### config.mk
export PLATFORM = sky130hd
export DESIGN_NAME = pc_sequencer
export DESIGN_NICKNAME = d
export VERILOG_FILES = /design/src/rtl/pc_sequencer.sv
export SDC_FILE = /design/constraint.sdc
export NUM_CORES = 1
export LEC_CHECK = 0
export ABC_AREA = 1
export CAP_MARGIN = 20
export CORE_MARGIN = 3
export CORE_UTILIZATION = 59
export DETAILED_ROUTE_END_ITERATION = 8
export PLACE_DENSITY_LB_ADDON = 0.25
export SYNTH_ARGS = -nofsm -noshare
export SYNTH_HDL_FRONTEND = slang
export SYNTH_SLANG_ARGS = --single-unit
export TNS_END_PERCENT = 30
### constraint.sdc
create_clock -name clk -period 3.3 [get_ports clk]
set_clock_uncertainty 0.2 [all_clocks]
set_input_delay 0.33 -clock clk [delete_from_list [all_inputs] [get_ports clk]]
set_output_delay 0.33 -clock clk [all_outputs]
set_load 0.02 [all_outputs]
### src/rtl/pc_sequencer.sv
// pc_sequencer: owns the fetch PC, buffers one redirect across stalls and keeps a CALL/RET stack.
// Build option: define PC_RAS_CIRCULAR_EN for a circular stack (a full push overwrites the oldest entry).
module pc_sequencer #(
    parameter int                ADDR_W    = 19,
    parameter logic [ADDR_W-1:0] RESET_PC  = '0,
    parameter int                RAS_DEPTH = 8
) (
    input  logic                         clk,
    input  logic                         rst_n,
    input  logic                         stall,
    input  logic                         redirect_valid,
    input  logic [ADDR_W-1:0]            redirect_addr,
    input  logic                         call_valid,
    input  logic [ADDR_W-1:0]            call_target,
    input  logic                         ret_valid,
    output logic                         fetch_valid,
    output logic [ADDR_W-1:0]            fetch_pc,
    output logic [$clog2(RAS_DEPTH):0]   ras_count,
    output logic                         fault
);
    localparam int PTR_W = $clog2(RAS_DEPTH);
    localparam int CNT_W = PTR_W + 1;

    typedef enum logic [1:0] {BOOT, RUN, FAULT} state_t;

    state_t            state, state_nxt;
    logic [ADDR_W-1:0] pc_nxt;
    logic              pend_vld, pend_vld_nxt;
    logic [ADDR_W-1:0] pend_addr, pend_addr_nxt;
    logic [CNT_W-1:0]  cnt_nxt;
    logic [PTR_W-1:0]  sp, sp_nxt;
    logic              fault_nxt;
    logic              push_en;
    logic [ADDR_W-1:0] push_data;
    logic [ADDR_W-1:0] pop_data;
    logic [ADDR_W-1:0] ras_mem [RAS_DEPTH];

    function automatic logic [ADDR_W-1:0] pc_inc(input logic [ADDR_W-1:0] pc);
        return pc + ADDR_W'(1);
    endfunction

    function automatic logic is_full(input logic [CNT_W-1:0] c);
        return c == CNT_W'(RAS_DEPTH);
    endfunction

    function automatic logic [CNT_W-1:0] cnt_sat_inc(input logic [CNT_W-1:0] c);
        return is_full(c) ? c : c + CNT_W'(1);
    endfunction

    // sp points at the next free slot; the top of stack sits just below it
    assign pop_data    = ras_mem[sp - PTR_W'(1)];
    assign fetch_valid = (state == RUN);

    always_ff @(posedge clk or negedge rst_n) begin
        if (!rst_n) begin
            state <= BOOT;
        end else begin
            state <= state_nxt;
        end
    end

    always_comb begin
        state_nxt     = state;
        pc_nxt        = fetch_pc;
        pend_vld_nxt  = pend_vld;
        pend_addr_nxt = pend_addr;
        cnt_nxt       = ras_count;
        sp_nxt        = sp;
        fault_nxt     = fault;
        push_en       = 1'b0;
        push_data     = pc_inc(fetch_pc);
        case (state)
            BOOT: state_nxt = RUN;
            RUN: begin
                if (stall) begin
                    if (redirect_valid) begin
                        pend_vld_nxt  = 1'b1;
                        pend_addr_nxt = redirect_addr;
                    end
                end else if (pend_vld) begin
                    pc_nxt       = pend_addr;
                    pend_vld_nxt = 1'b0;
                end else if (redirect_valid) begin
                    pc_nxt = redirect_addr;
                end else if (ret_valid) begin
                    if (ras_count == '0) begin
                        state_nxt = FAULT;
                        fault_nxt = 1'b1;
                    end else begin
                        pc_nxt  = pop_data;
                        cnt_nxt = ras_count - CNT_W'(1);
                        sp_nxt  = sp - PTR_W'(1);
                    end
                end else if (call_valid) begin
`ifdef PC_RAS_CIRCULAR_EN
                    push_en = 1'b1;
                    pc_nxt  = call_target;
                    cnt_nxt = cnt_sat_inc(ras_count);
                    sp_nxt  = sp + PTR_W'(1);
`else
                    if (is_full(ras_count)) begin
                        state_nxt = FAULT;
                        fault_nxt = 1'b1;
                    end else begin
                        push_en = 1'b1;
                        pc_nxt  = call_target;
                        cnt_nxt = ras_count + CNT_W'(1);
                        sp_nxt  = sp + PTR_W'(1);
                    end
`endif
                end else begin
                    pc_nxt = pc_inc(fetch_pc);
                end
            end
            FAULT: ;
            default: state_nxt = BOOT;
        endcase
    end

    always_ff @(posedge clk or negedge rst_n) begin
        if (!rst_n) begin
            fetch_pc  <= RESET_PC;
            pend_vld  <= 1'b0;
            pend_addr <= '0;
            ras_count <= '0;
            sp        <= '0;
            fault     <= 1'b0;
        end else begin
            fetch_pc  <= pc_nxt;
            pend_vld  <= pend_vld_nxt;
            pend_addr <= pend_addr_nxt;
            ras_count <= cnt_nxt;
            sp        <= sp_nxt;
            fault     <= fault_nxt;
        end
    end

    // Stack storage is plain data: it survives reset, only the occupancy is cleared
    always_ff @(posedge clk) begin
        if (push_en) begin
            ras_mem[sp] <= push_data;
        end
    end
endmodule

# Word-level counts from Yosys, hierarchy flattened
# Memories as Yosys holds them, arrays and structs flattened.
# Cells that the tools add are included.
# op_classes
bitwise_logic,4
add_sub_neg,5
mux,37
eq_ne,15
reduce_logical,10
# op_table
op,count
two-way mux 19 bit,6
AND reduction 7 bit,3
"adder 19 x 1 -> 19 bit, second input constant",1
two-way mux 4 bit,4
two-way mux 1 bit,15
two-way mux 2 bit,7
two-way mux 3 bit,4
"inequality test 2 bit, second input constant",5
"inequality test 3 x 2 -> 1 bit, second input constant",2
one-hot mux 2 bit (3 select lines),1
"inequality test 5 bit, second input constant",1
"adder 4 x 1 -> 4 bit, second input constant",1
"== test 4 bit, second input constant",1
zero test 4 bit,1
"inequality test 2 x 1 -> 1 bit, second input constant",2
"inequality test 4 bit, second input constant",1
inverter 1 bit,4
AND reduction 4 bit,1
nonzero test 2 bit,2
"subtractor 4 x 1 -> 4 bit, second input constant",1
"adder 3 x 1 -> 3 bit, second input constant",1
"inequality test 3 bit, second input constant",1
AND reduction 3 bit,1
"subtractor 3 x 1 -> 3 bit, second input constant",1
other kinds (4),4
# totals
input_bits,44
ff_bits,49
ram_bits,152
out_inout_bits,25
n_memories,1
elab_cells,79
# mem_list
memory,depth,width,read_ports,rd_clocked_by_memory_dff,write_ports,line,source
ras_mem,8,19,1,0,1,36,logic [ADDR_W-1:0] ras_mem [RAS_DEPTH];

# Depth between registers and ports, before layout
# Gate-level depths: netlist of the first run.
# depth
depth_word,10
depth_mapped,16
ltp_nobuf,12

# Worst setup path before layout of the first run
# OpenSTA, ideal clock, no wires.
# synth_path
path_type,input to register
from,input redirect_valid
to,"memory ras_mem[2][0], enable pin"
path_stages,8
path_buffers,1
path_slack_ns,0.272
required_time_ns,2.681
t_arrival_ns,2.409
path_cell_list,buf_6 > nor2_4 > inv_2 > nor2_2 > nand2_1 > nor2_1 > nand2_1 > nor3_1
# synth_via
elab_chain_cells,6
# synth_rtl
element,line,source
"start, declared",11,"input logic redirect_valid,"
two-way mux 1 bit,83,end else if (redirect_valid) begin
two-way mux 1 bit,80,end else if (pend_vld) begin
two-way mux 1 bit,75,if (stall) begin
two-way mux 1 bit,72,case (state)
two-way mux 1 bit,140,if (push_en) begin
two-way mux 1 bit (not written as such),141,ras_mem[sp] <= push_data;
"end, declared",36,
# Every way passes these cells.

# Worst setup path after layout of the first run
# layout_path
from,register sp[1]
to,register fetch_pc[17]
# layout_via
elab_chain_cells,6
# layout_rtl
element,line,source
"start, declared",31,"logic [PTR_W-1:0] sp, sp_nxt;"
"start signal, assigned",133,sp <= sp_nxt;
subtractor 3 x 1 -> 3 bit,51,assign pop_data = ras_mem[sp - PTR_W'(1)];
memory read (8 x 19 bit),n/a,
two-way mux 19 bit,86,if (ras_count == '0) begin
two-way mux 19 bit,85,end else if (ret_valid) begin
two-way mux 19 bit,83,
two-way mux 19 bit,80,
"end signal, assigned",129,fetch_pc <= pc_nxt;
"end, declared",17,"output logic [ADDR_W-1:0] fetch_pc,"
# Every way passes these cells. The select of a mux whose other input is x is not followed.
# A chain may end at the register's enable or synchronous reset.

==> results of run 1 <==
through the flow:
step	power [mW]	std cells
2_1_floorplan	6.40	892
3_3_place_gp	7.67	1154
3_5_place_dp	7.77	1154
4_1_cts	9.89	1192
5_1_grt	10.5	1193
6_report	9.90	1193
state kept, by name, summed over array words and instances, names as in the netlist:
register,cells
sp,3
state,2
ras_count,4
fetch_pc,19
pend_vld,1
ras_mem,152
pend_addr,19
fault,1
repair_timing:
action / 4_1_cts / 5_1_grt
setup endpoints to repair: 0 / 0
hold buffers: 1 / 0
endpoints found under the hold margin: 49 / 0
final timing paths:
check	endpoint	slack [ns]	cells after the start
min reg2reg	state[1]$_DFFE_PN0P_	0.26	1
min	ras_count[1]$_DFFE_PN0P_	0.08	2
max	fetch_pc[17]$_DFFE_PN0P_	0.57	11
max reg2reg	fetch_pc[17]$_DFFE_PN0P_	0.57	11
max in group asynchronous	fetch_pc[18]$_DFFE_PN0P_	2.31	3
min in group clk	pend_addr[12]$_DFFE_PN0P_	0.24	3
cells in the mapped netlist:
master	number
nand4_1	6
nor2_2	5
nor4_1	1
a31o_2	1
nand3_4	1
o21ai_1	9
o22ai_1	29
nand3_1	45
a221oi_1	2
nand2_1	212
nand2_2	4
ha_1	5
o21ai_2	2
nand3b_1	2
mux2_2	18
xor2_1	7
edfxtp_1	152
and2_1	3
o21bai_1	2
dfrtp_1	49
nor3_4	1
a211oi_1	1
nor3_1	10
buf_4	3
buf_6	8
fa_1	1
clkbuf_1	10
nor2_1	116
inv_1	48
inv_2	6
xnor2_1	6
inv_4	1
xor2_2	1
nand2_4	1
a21oi_4	1
a21oi_1	28
buf_2	19
o21ai_0	70
nor2_4	6
where the power goes:
| part | switching (mW) | internal (mW) | leakage (nW) |
|---|---|---|---|
| registers | 0.350 | 3.37 | 1.96 |
| clock network | 0.936 | 1.16 | 0.300 |
| logic | 2.75 | 1.34 | 1.89 |
| total | 4.04 | 5.87 | 4.15 |
cell type report:
cell class	count	area, um^2	area share
inverters	55	209	0.0194
repair buffers	93	878	0.0817
clock buffers	24	537	0.0499
well taps	211	264	0.0246
multi-input cells	596	3010	0.280
flip-flops and latches	201	5790	0.539
clock inverters	13	61.3	0.00570
critical path, delay by kind of cell, from the launching register on:
| family | cells | cell delay, ns |
|---|---|---|
| flops | 1 | 0.50 |
| simple gates | 6 | 0.57 |
| fa+ha+maj | 1 | 0.28 |
| buf+inv | 2 | 0.32 |
| compound gates | 2 | 0.81 |
cell families after synthesis:
family / Yosys count
adders and majority gates: 6
buffers and inverters: 95
AOI/OAI and AO/OA: 145
xor gates and xnor gates: 14
DFF: 201
muxes: 18
and+or+nand+nor: 413
metal layers:
metal	up-vias	global-route usage
li1	3204	-
met1	3326	0.370
met2	307	0.460
met3	50	0.0346
met4	0	0.0805
met5	-	0
==> flow_metrics.env, run 1 <==
export IMPL_status="completed"
export IMPL_dr_first_iter_drc_count=862
export IMPL_cts_sinks=201
export IMPL_placed_area_um2=10100
export IMPL_grt_pass1_vias=6523
export IMPL_place_ws_ns=0.576
export IMPL_routed_wl_um=23000
export IMPL_avgSynthCellArea_um2=10.3
export IMPL_top_layer="met4"
export IMPL_crit_top_cell="nand2_1"
export IMPL_tns_ns=0
export IMPL_drc_errors=0
export IMPL_met3_length_um=1530
export IMPL_tightest_slew_ns=0.953
export IMPL_cts_root_buf="clkbuf_16"
export IMPL_fillCellCount=1083
export IMPL_layout_min_cycle_time_ns=2.73
export IMPL_cts_resized_gates=0
export IMPL_cts_tree="done"
export IMPL_max_clock_freq_mhz=367
export IMPL_synth_compound_area_frac=0.0868
export IMPL_clock_latency_ns=0.51
export IMPL_final_setup_worst_slack_ns=0.572
export IMPL_portBuffers=68
export IMPL_crit_chain="inv_1 -> ha_1 -> inv_1 -> nand2_1 -> a21oi_4 -> nand2_1 -> a21oi_1 -> nor2_1 -> nand2_1 -> nand2_1 -> nand2_1"
export IMPL_crit_path_start_kind="flip-flop"
export IMPL_max_stage_delay_ns=0.61
export IMPL_synth_fp_nets=942
export IMPL_required_ns=3.53
export IMPL_synth_top_cell_by_area="edfxtp_1"
export IMPL_crit_slowest_cell="a21oi_4"
export IMPL_synthXorXnorAreaFrac=0.0141
export IMPL_yosysTopAreaCellShare=0.495
export IMPL_layout_commonest_cell="nand2_1"
export IMPL_dieHeight_um=131
export IMPL_place_congestion=0.883
export IMPL_syn2layout_area_growth_pct=16.7
export IMPL_clockBufferDepth=3
export IMPL_synth_mux_area_frac=0.0220
export IMPL_path_clk_slew_ns=0.06
export IMPL_hpwlAfterDp_um=14800
export IMPL_regToRegStartpoint="sp[1]$_DFFE_PN0P_"
export IMPL_vias=6887
export IMPL_powerDensity_nw_per_um2=921
export IMPL_synth_distinct_cells=39
export IMPL_ir_drop_mv=0.769
export IMPL_antenna_found_initial=0
export IMPL_firstDrtPassIters=7
export IMPL_num_rows=45
export IMPL_initial_core_util=0.604
export IMPL_viasPerCell=5.77
export IMPL_p_leak_nw=4.15
export IMPL_dieWidth_um=131
export IMPL_post_route_util=0.704
export IMPL_ys_seq_elements=201
export IMPL_grt_start_max_net_pins=83
export IMPL_postSynthCellCount=892
export IMPL_cts_buffers=21
export IMPL_post_drt_wl_per_cell_um=19.3
export IMPL_hold_violations=0
export IMPL_critPathKind="reg2reg"
export IMPL_synth_warnings=0
export IMPL_fin_area_um2=10700
export IMPL_yosysSeqAreaShare=0.629
export IMPL_core_region_area_um2=15300
export IMPL_cts_setup_buffers=0
export IMPL_wl_met2_um=11600
export IMPL_cp_end_kind="flip-flop"
export IMPL_synth_top_family_by_area="simple AND/OR/NAND/NOR gates"
export IMPL_crit_arrival_ns=2.96
export IMPL_die_area_um2=17200
export IMPL_synthSimpleGateAreaFrac=0.190
export IMPL_maxSlewViolCount=0
export IMPL_fin_crit_sh=0.827
export IMPL_worstPathMaxFanout=18
export IMPL_synth_fa_ha_area_frac=0.00896
export IMPL_gr_total_overflow=0
export IMPL_drive_gt1_frac=0.112
export IMPL_m1WireLength_um=9240
export IMPL_syn_area_um2=9210
export IMPL_pin_count=69
export IMPL_min_path_type="in2async"
export IMPL_nets=1018
export IMPL_cp_startpoint="sp[1]$_DFFE_PN0P_"
export IMPL_synthTopCellsByArea="edfxtp_1, dfrtp_1, nand2_1"
export IMPL_maxCapViolCount=0
export IMPL_rsz0062_at_grt="no"
export IMPL_diodes=0
export IMPL_h_tree_depth=1
export IMPL_postRouteAntennaNets=0
export IMPL_grt_usage=0.271
export IMPL_hold_slack_ns=0.0775
export IMPL_slew_headroom=0.360
export IMPL_grt_pass1_wl_um=35400
export IMPL_setup_viol=0
export IMPL_final_cell_mix="nand2_1, edfxtp_1, nor2_1"
Note: power is estimated with default switching activity, not from simulation.
==> inputs of run 2 (changes only) <==
==> constraint.sdc (replaced) <==
create_clock -name clk -period 2.82 [get_ports clk]
set_clock_uncertainty 0.2 [all_clocks]
set_input_delay 0.282 -clock clk [delete_from_list [all_inputs] [get_ports clk]]
set_output_delay 0.282 -clock clk [all_outputs]
set_load 0.02 [all_outputs]
==> run 2 against run 1 <==
Against the previous run: final cell count grew 1.7%; critical path depth shrank 1; fmax grew 16%; non-clock buffer count grew 19; count of clock-buffer cells in the layout is the same; total power grew 21%; largest power group unchanged.
==> flow_metrics.env, run 2 (synthesis results as in run 1) <==
export IMPL_fin_area_um2=11000
export IMPL_maxCapViolCount=0
export IMPL_nets=1037
export IMPL_cts_hold_buf=2
export IMPL_hold_slack_ns=0.192
export IMPL_path_clk_slew_ns=0.06
export IMPL_power_mw=12.0
export IMPL_multiInputGateArea_um2=3010
export IMPL_gr_total_overflow=0
export IMPL_regArea_um2=5790
export IMPL_diodes=0
export IMPL_crit_chain="ha_1 -> nand3_1 -> inv_1 -> nand2_2 -> nor2_2 -> xor2_2 -> nand2_1 -> nand2_1 -> nand2_1 -> nand2_1"
export IMPL_fin_crit_sh=0.833
export IMPL_tns_ns=0
export IMPL_vias=6826
export IMPL_required_ns=3.06
export IMPL_viasPerCell=5.63
export IMPL_postRouteAntennaNets=0
export IMPL_cts_buffers=21
export IMPL_fillCellCount=1084
export IMPL_clockBufferDepth=3
export IMPL_dieWidth_um=131
export IMPL_cts_resized_gates=0
export IMPL_crit_buf_inv=1
export IMPL_crit_path_start_kind="flip-flop"
export IMPL_firstDrtPassIters=5
export IMPL_hold_violations=0
export IMPL_cts_setup_buffers=0
export IMPL_h_tree_depth=1
export IMPL_busiest_layer="met2"
export IMPL_placed_area_um2=10300
export IMPL_crit_top_cell="nand2_1"
export IMPL_cts_root_buf="clkbuf_16"
export IMPL_grt_pass1_wl_um=35300
export IMPL_cts_sinks=201
export IMPL_drc_errors=0
export IMPL_crit_arrival_ns=2.59
export IMPL_die_area_um2=17200
export IMPL_setup_viol=0
export IMPL_grtUsageMet3=0.0394
export IMPL_syn2layout_area_growth_pct=19.1
export IMPL_reg_largest_list="ras_mem: 152 flops, fetch_pc: 19 flops, pend_addr: 19 flops"
export IMPL_met1_usage=0.369
export IMPL_core_region_area_um2=15300
export IMPL_post_route_util=0.719
export IMPL_p_leak_nw=4.26
export IMPL_crit_slowest_cell="xor2_2"
export IMPL_initial_core_util=0.604
export IMPL_layout_min_cycle_time_ns=2.35
export IMPL_final_cell_mix="nand2_1, edfxtp_1, nor2_1"
export IMPL_grtUsageMet2=0.451
export IMPL_layout_commonest_cell="nand2_1"
export IMPL_status="completed"
export IMPL_rsz0062_at_grt="no"
export IMPL_max_stage_delay_ns=0.48
export IMPL_maxSlewViolCount=0
export IMPL_critPathTopFamily="simple AND/OR/NAND/NOR gates"
export IMPL_pin_count=69
export IMPL_portBuffers=68
export IMPL_num_rows=45
export IMPL_largest_reg_flops=152
export IMPL_dieHeight_um=131
export IMPL_cts_tree="done"
export IMPL_grt_pass1_vias=6561
export IMPL_grt_usage=0.270
export IMPL_ir_drop_mv=1.04
export IMPL_slew_headroom=0.559
export IMPL_clock_latency_ns=0.50
export IMPL_antenna_found_initial=0
export IMPL_grt_start_max_net_pins=44
export IMPL_critPathKind="reg2reg"
export IMPL_post_drt_wl_per_cell_um=18.8
export IMPL_max_clock_freq_mhz=426
export IMPL_drive_gt1_frac=0.131
export IMPL_min_path_type="in2async"
export IMPL_place_congestion=0.885
export IMPL_worstPathMaxFanout=9
export IMPL_powerDensity_nw_per_um2=1090
export IMPL_dr_first_iter_drc_count=640
export IMPL_cp_end_kind="flip-flop"
export IMPL_routed_wl_um=22900
export IMPL_tightest_slew_ns=0.660
export IMPL_regMostFlops="ras_mem"
export IMPL_hpwlAfterDp_um=15500
## run 2: routing by layer
metal  up-vias  part of all wire  wire (um)
li1       3249                 -          -
met1      3258              0.41       9330
met2       262              0.50      11400
met3        57             0.063       1440
met4         0             0.032        729
met5         -                 0          0
## run 2: worst register-to-register path: stages (launching register included)
cell and delay, ns:
dfrtp_1 0.41, ha_1 0.21, nand3_1 0.19, inv_1 0.22
nand2_2 0.10, nor2_2 0.15, xor2_2 0.48, nand2_1 0.11
nand2_1 0.11, nand2_1 0.05, nand2_1 0.05
## run 2: power breakdown
part	switching (mW)	internal (mW)
clock network	1.11	1.46
registers	0.412	3.93
logic	3.26	1.79
## run 2: worst paths after layout
path / start / to / depth (start not counted) / slack (ns)
worst max-delay path: fetch_pc[0]$_DFFE_PN0P_ / fetch_pc[16]$_DFFE_PN0P_ / 10 / 0.47
worst min-delay path: rst_n / pend_addr[13]$_DFFE_PN0P_ / 3 / 0.19
worst max register to register: fetch_pc[0]$_DFFE_PN0P_ / fetch_pc[16]$_DFFE_PN0P_ / 10 / 0.47
worst min register to register: fault$_DFFE_PN0P_ / fault$_DFFE_PN0P_ / 1 / 0.29
max in group asynchronous: rst_n / sp[0]$_DFFE_PN0P_ / 3 / 1.46
min in group clk: redirect_addr[12] / pend_addr[12]$_DFFE_PN0P_ / 3 / 0.20
## run 2: through the flow
stage          setup slack (ns)  instances
2_1_floorplan            -0.167        892
3_3_place_gp              0.265       1173
3_5_place_dp              0.226       1173
4_1_cts                   0.486       1213
5_1_grt                   0.319       1213
6_report                  0.472       1213
## run 2: cell type report
cell class | count | area share
timing repair buffer | 112 | 0.0967
inverter | 55 | 0.0190
clock buffer | 24 | 0.0489
clock inverter | 14 | 0.00901
multi-input combinational | 596 | 0.274
sequential | 201 | 0.528
tap | 211 | 0.0241
==> inputs of run 3 (changes only) <==
==> constraint.sdc (replaced) <==
create_clock -name clk -period 2.2 [get_ports clk]
set_clock_uncertainty 0.2 [all_clocks]
set_input_delay 0.22 -clock clk [delete_from_list [all_inputs] [get_ports clk]]
set_output_delay 0.22 -clock clk [all_outputs]
set_load 0.02 [all_outputs]
==> run 3 against run 2 <==
Against the previous run: critical path depth increased by 2; final cell count grew 1.7%; register-to-register slack worse by 0.39 ns; setup slack got worse by 0.39 ns; sequential power grew 27%; sequential share of layout area shrank 1.6 points; sequential cell count unchanged; first-iteration DRC count is 38% higher; highest routed layer unchanged; largest cell class unchanged; total power rose by 36%.
==> flow_metrics.env, run 3 (synthesis results as in run 1) <==
export IMPL_num_rows=45
export IMPL_portBuffers=68
export IMPL_min_path_type="in2async"
export IMPL_setup_viol=0
export IMPL_cts_tree="done"
export IMPL_m1WireLength_um=9580
export IMPL_clock_latency_ns=0.50
export IMPL_grt_start_max_net_pins=83
export IMPL_routed_wl_um=24000
export IMPL_cts_buffers=21
export IMPL_initial_core_util=0.604
export IMPL_drive_gt1_frac=0.163
export IMPL_post_route_util=0.742
export IMPL_powerDensity_nw_per_um2=1440
export IMPL_max_clock_freq_mhz=471
export IMPL_dieHeight_um=131
export IMPL_largest_reg_flops=152
export IMPL_grt_usage=0.286
export IMPL_cp_end_kind="flip-flop"
export IMPL_wl_met2_um=11600
export IMPL_post_drt_wl_per_cell_um=19.4
export IMPL_crit_path_start_kind="flip-flop"
export IMPL_required_ns=2.39
export IMPL_ir_drop_mv=0.886
export IMPL_critPathKind="reg2reg"
export IMPL_grt_pass1_vias=6791
export IMPL_final_setup_worst_slack_ns=0.0787
export IMPL_path_clk_slew_ns=0.06
export IMPL_crit_arrival_ns=2.31
export IMPL_cts_root_buf="clkbuf_16"
export IMPL_place_ws_ns=-0.339
export IMPL_dieWidth_um=131
export IMPL_cts_setup_buffers=0
export IMPL_worstPathMaxFanout=12
export IMPL_top_layer="met4"
export IMPL_antenna_found_initial=0
export IMPL_fin_crit_sh=0.964
export IMPL_cts_sinks=201
export IMPL_postRouteAntennaNets=0
export IMPL_tightest_slew_ns=0.632
export IMPL_pin_count=69
export IMPL_nets=1059
export IMPL_maxCapViolCount=0
export IMPL_maxSlewViolCount=0
export IMPL_h_tree_depth=1
export IMPL_viasPerCell=5.75
export IMPL_hpwlAfterDp_um=16600
export IMPL_final_cell_mix="nand2_1, edfxtp_1, nor2_1"
export IMPL_firstDrtPassIters=7
export IMPL_gr_total_overflow=0
export IMPL_slew_headroom=0.579
export IMPL_power_mw=16.3
export IMPL_place_congestion=0.931
export IMPL_layout_min_cycle_time_ns=2.12
export IMPL_p_leak_nw=4.43
export IMPL_die_area_um2=17200
export IMPL_syn2layout_area_growth_pct=22.9
export IMPL_placed_area_um2=10600
export IMPL_diodes=0
export IMPL_drc_errors=0
export IMPL_fillCellCount=1001
export IMPL_clockBufferDepth=3
export IMPL_reg_largest_list="ras_mem: 152 flops, fetch_pc: 19 flops, pend_addr: 19 flops"
export IMPL_layout_commonest_cell="nand2_1"
export IMPL_grt_pass1_wl_um=37000
export IMPL_met3_length_um=2260
export IMPL_fin_area_um2=11300
export IMPL_hold_slack_ns=0.0116
export IMPL_hold_violations=0
export IMPL_status="completed"
export IMPL_vias=7098
export IMPL_dr_first_iter_drc_count=886
export IMPL_regMostFlops="ras_mem"
export IMPL_core_region_area_um2=15300
## run 3: final timing paths
kind,startpoint,end,slack [ns],depth (start not counted)
worst max-delay path,sp[1]$_DFFE_PN0P_,fetch_pc[15]$_DFFE_PN0P_,0.08,12
worst min-delay path,rst_n,sp[0]$_DFFE_PN0P_,0.01,2
worst max register to register,sp[1]$_DFFE_PN0P_,fetch_pc[15]$_DFFE_PN0P_,0.08,12
worst min register to register,state[0]$_DFFE_PN0P_,state[1]$_DFFE_PN0P_,0.26,1
max in group asynchronous,rst_n,pend_addr[5]$_DFFE_PN0P_,1.20,3
min in group clk,redirect_addr[12],pend_addr[12]$_DFFE_PN0P_,0.12,3
## run 3: cell type report
cell class                 instances  area [um^2]  share of cell area
sequential                       201         5790               0.512
multi-input combinational        596         3060               0.271
clock inverter                    13          145              0.0128
timing repair buffer             134         1310               0.116
inverter                          55          211              0.0187
tap                              211          264              0.0233
clock buffer                      24          537              0.0474
## run 3: layer usage
layer | GRT usage | up-vias
met1 | 0.408 | 3390
met2 | 0.462 | 378
met3 | 0.0443 | 42
met4 | 0.0841 | 0
met5 | 0 | -
li1 | - | 3288
## run 3: repair_timing
action                                  4_1_cts  5_1_grt
endpoints found under the setup margin       47       83
pin swaps                                     0        1
hold buffers                                  1        0
hold endpoints to repair                     49        0
cloned                                        0        0
gates resized for setup                       7       14
## run 3: worst max-delay path, stage by stage (launching register included)
cell and delay, ns:
dfrtp_1 0.39, inv_1 0.12, ha_4 0.24, buf_6 0.16
buf_4 0.15, o21ai_0 0.13, o21ai_1 0.11, nand2_1 0.08
nand2_1 0.05, nor2_1 0.17, nand2_1 0.09, nand2_1 0.07
nand2_1 0.05
## run 3: where the power goes
part           internal [mW]  switching (mW)
sequential              5.04           0.483
combinational           2.70            4.55
clock                   2.11            1.41
total                   9.85            6.45
## run 3: metrics by stage
step                      std cells   TNS, ns
final                          1234         0
after global routing           1234  -0.00933
after CTS                      1234         0
after detailed placement       1196    -42.31
after global placement         1196    -26.95
after floorplan                 892    -38.96
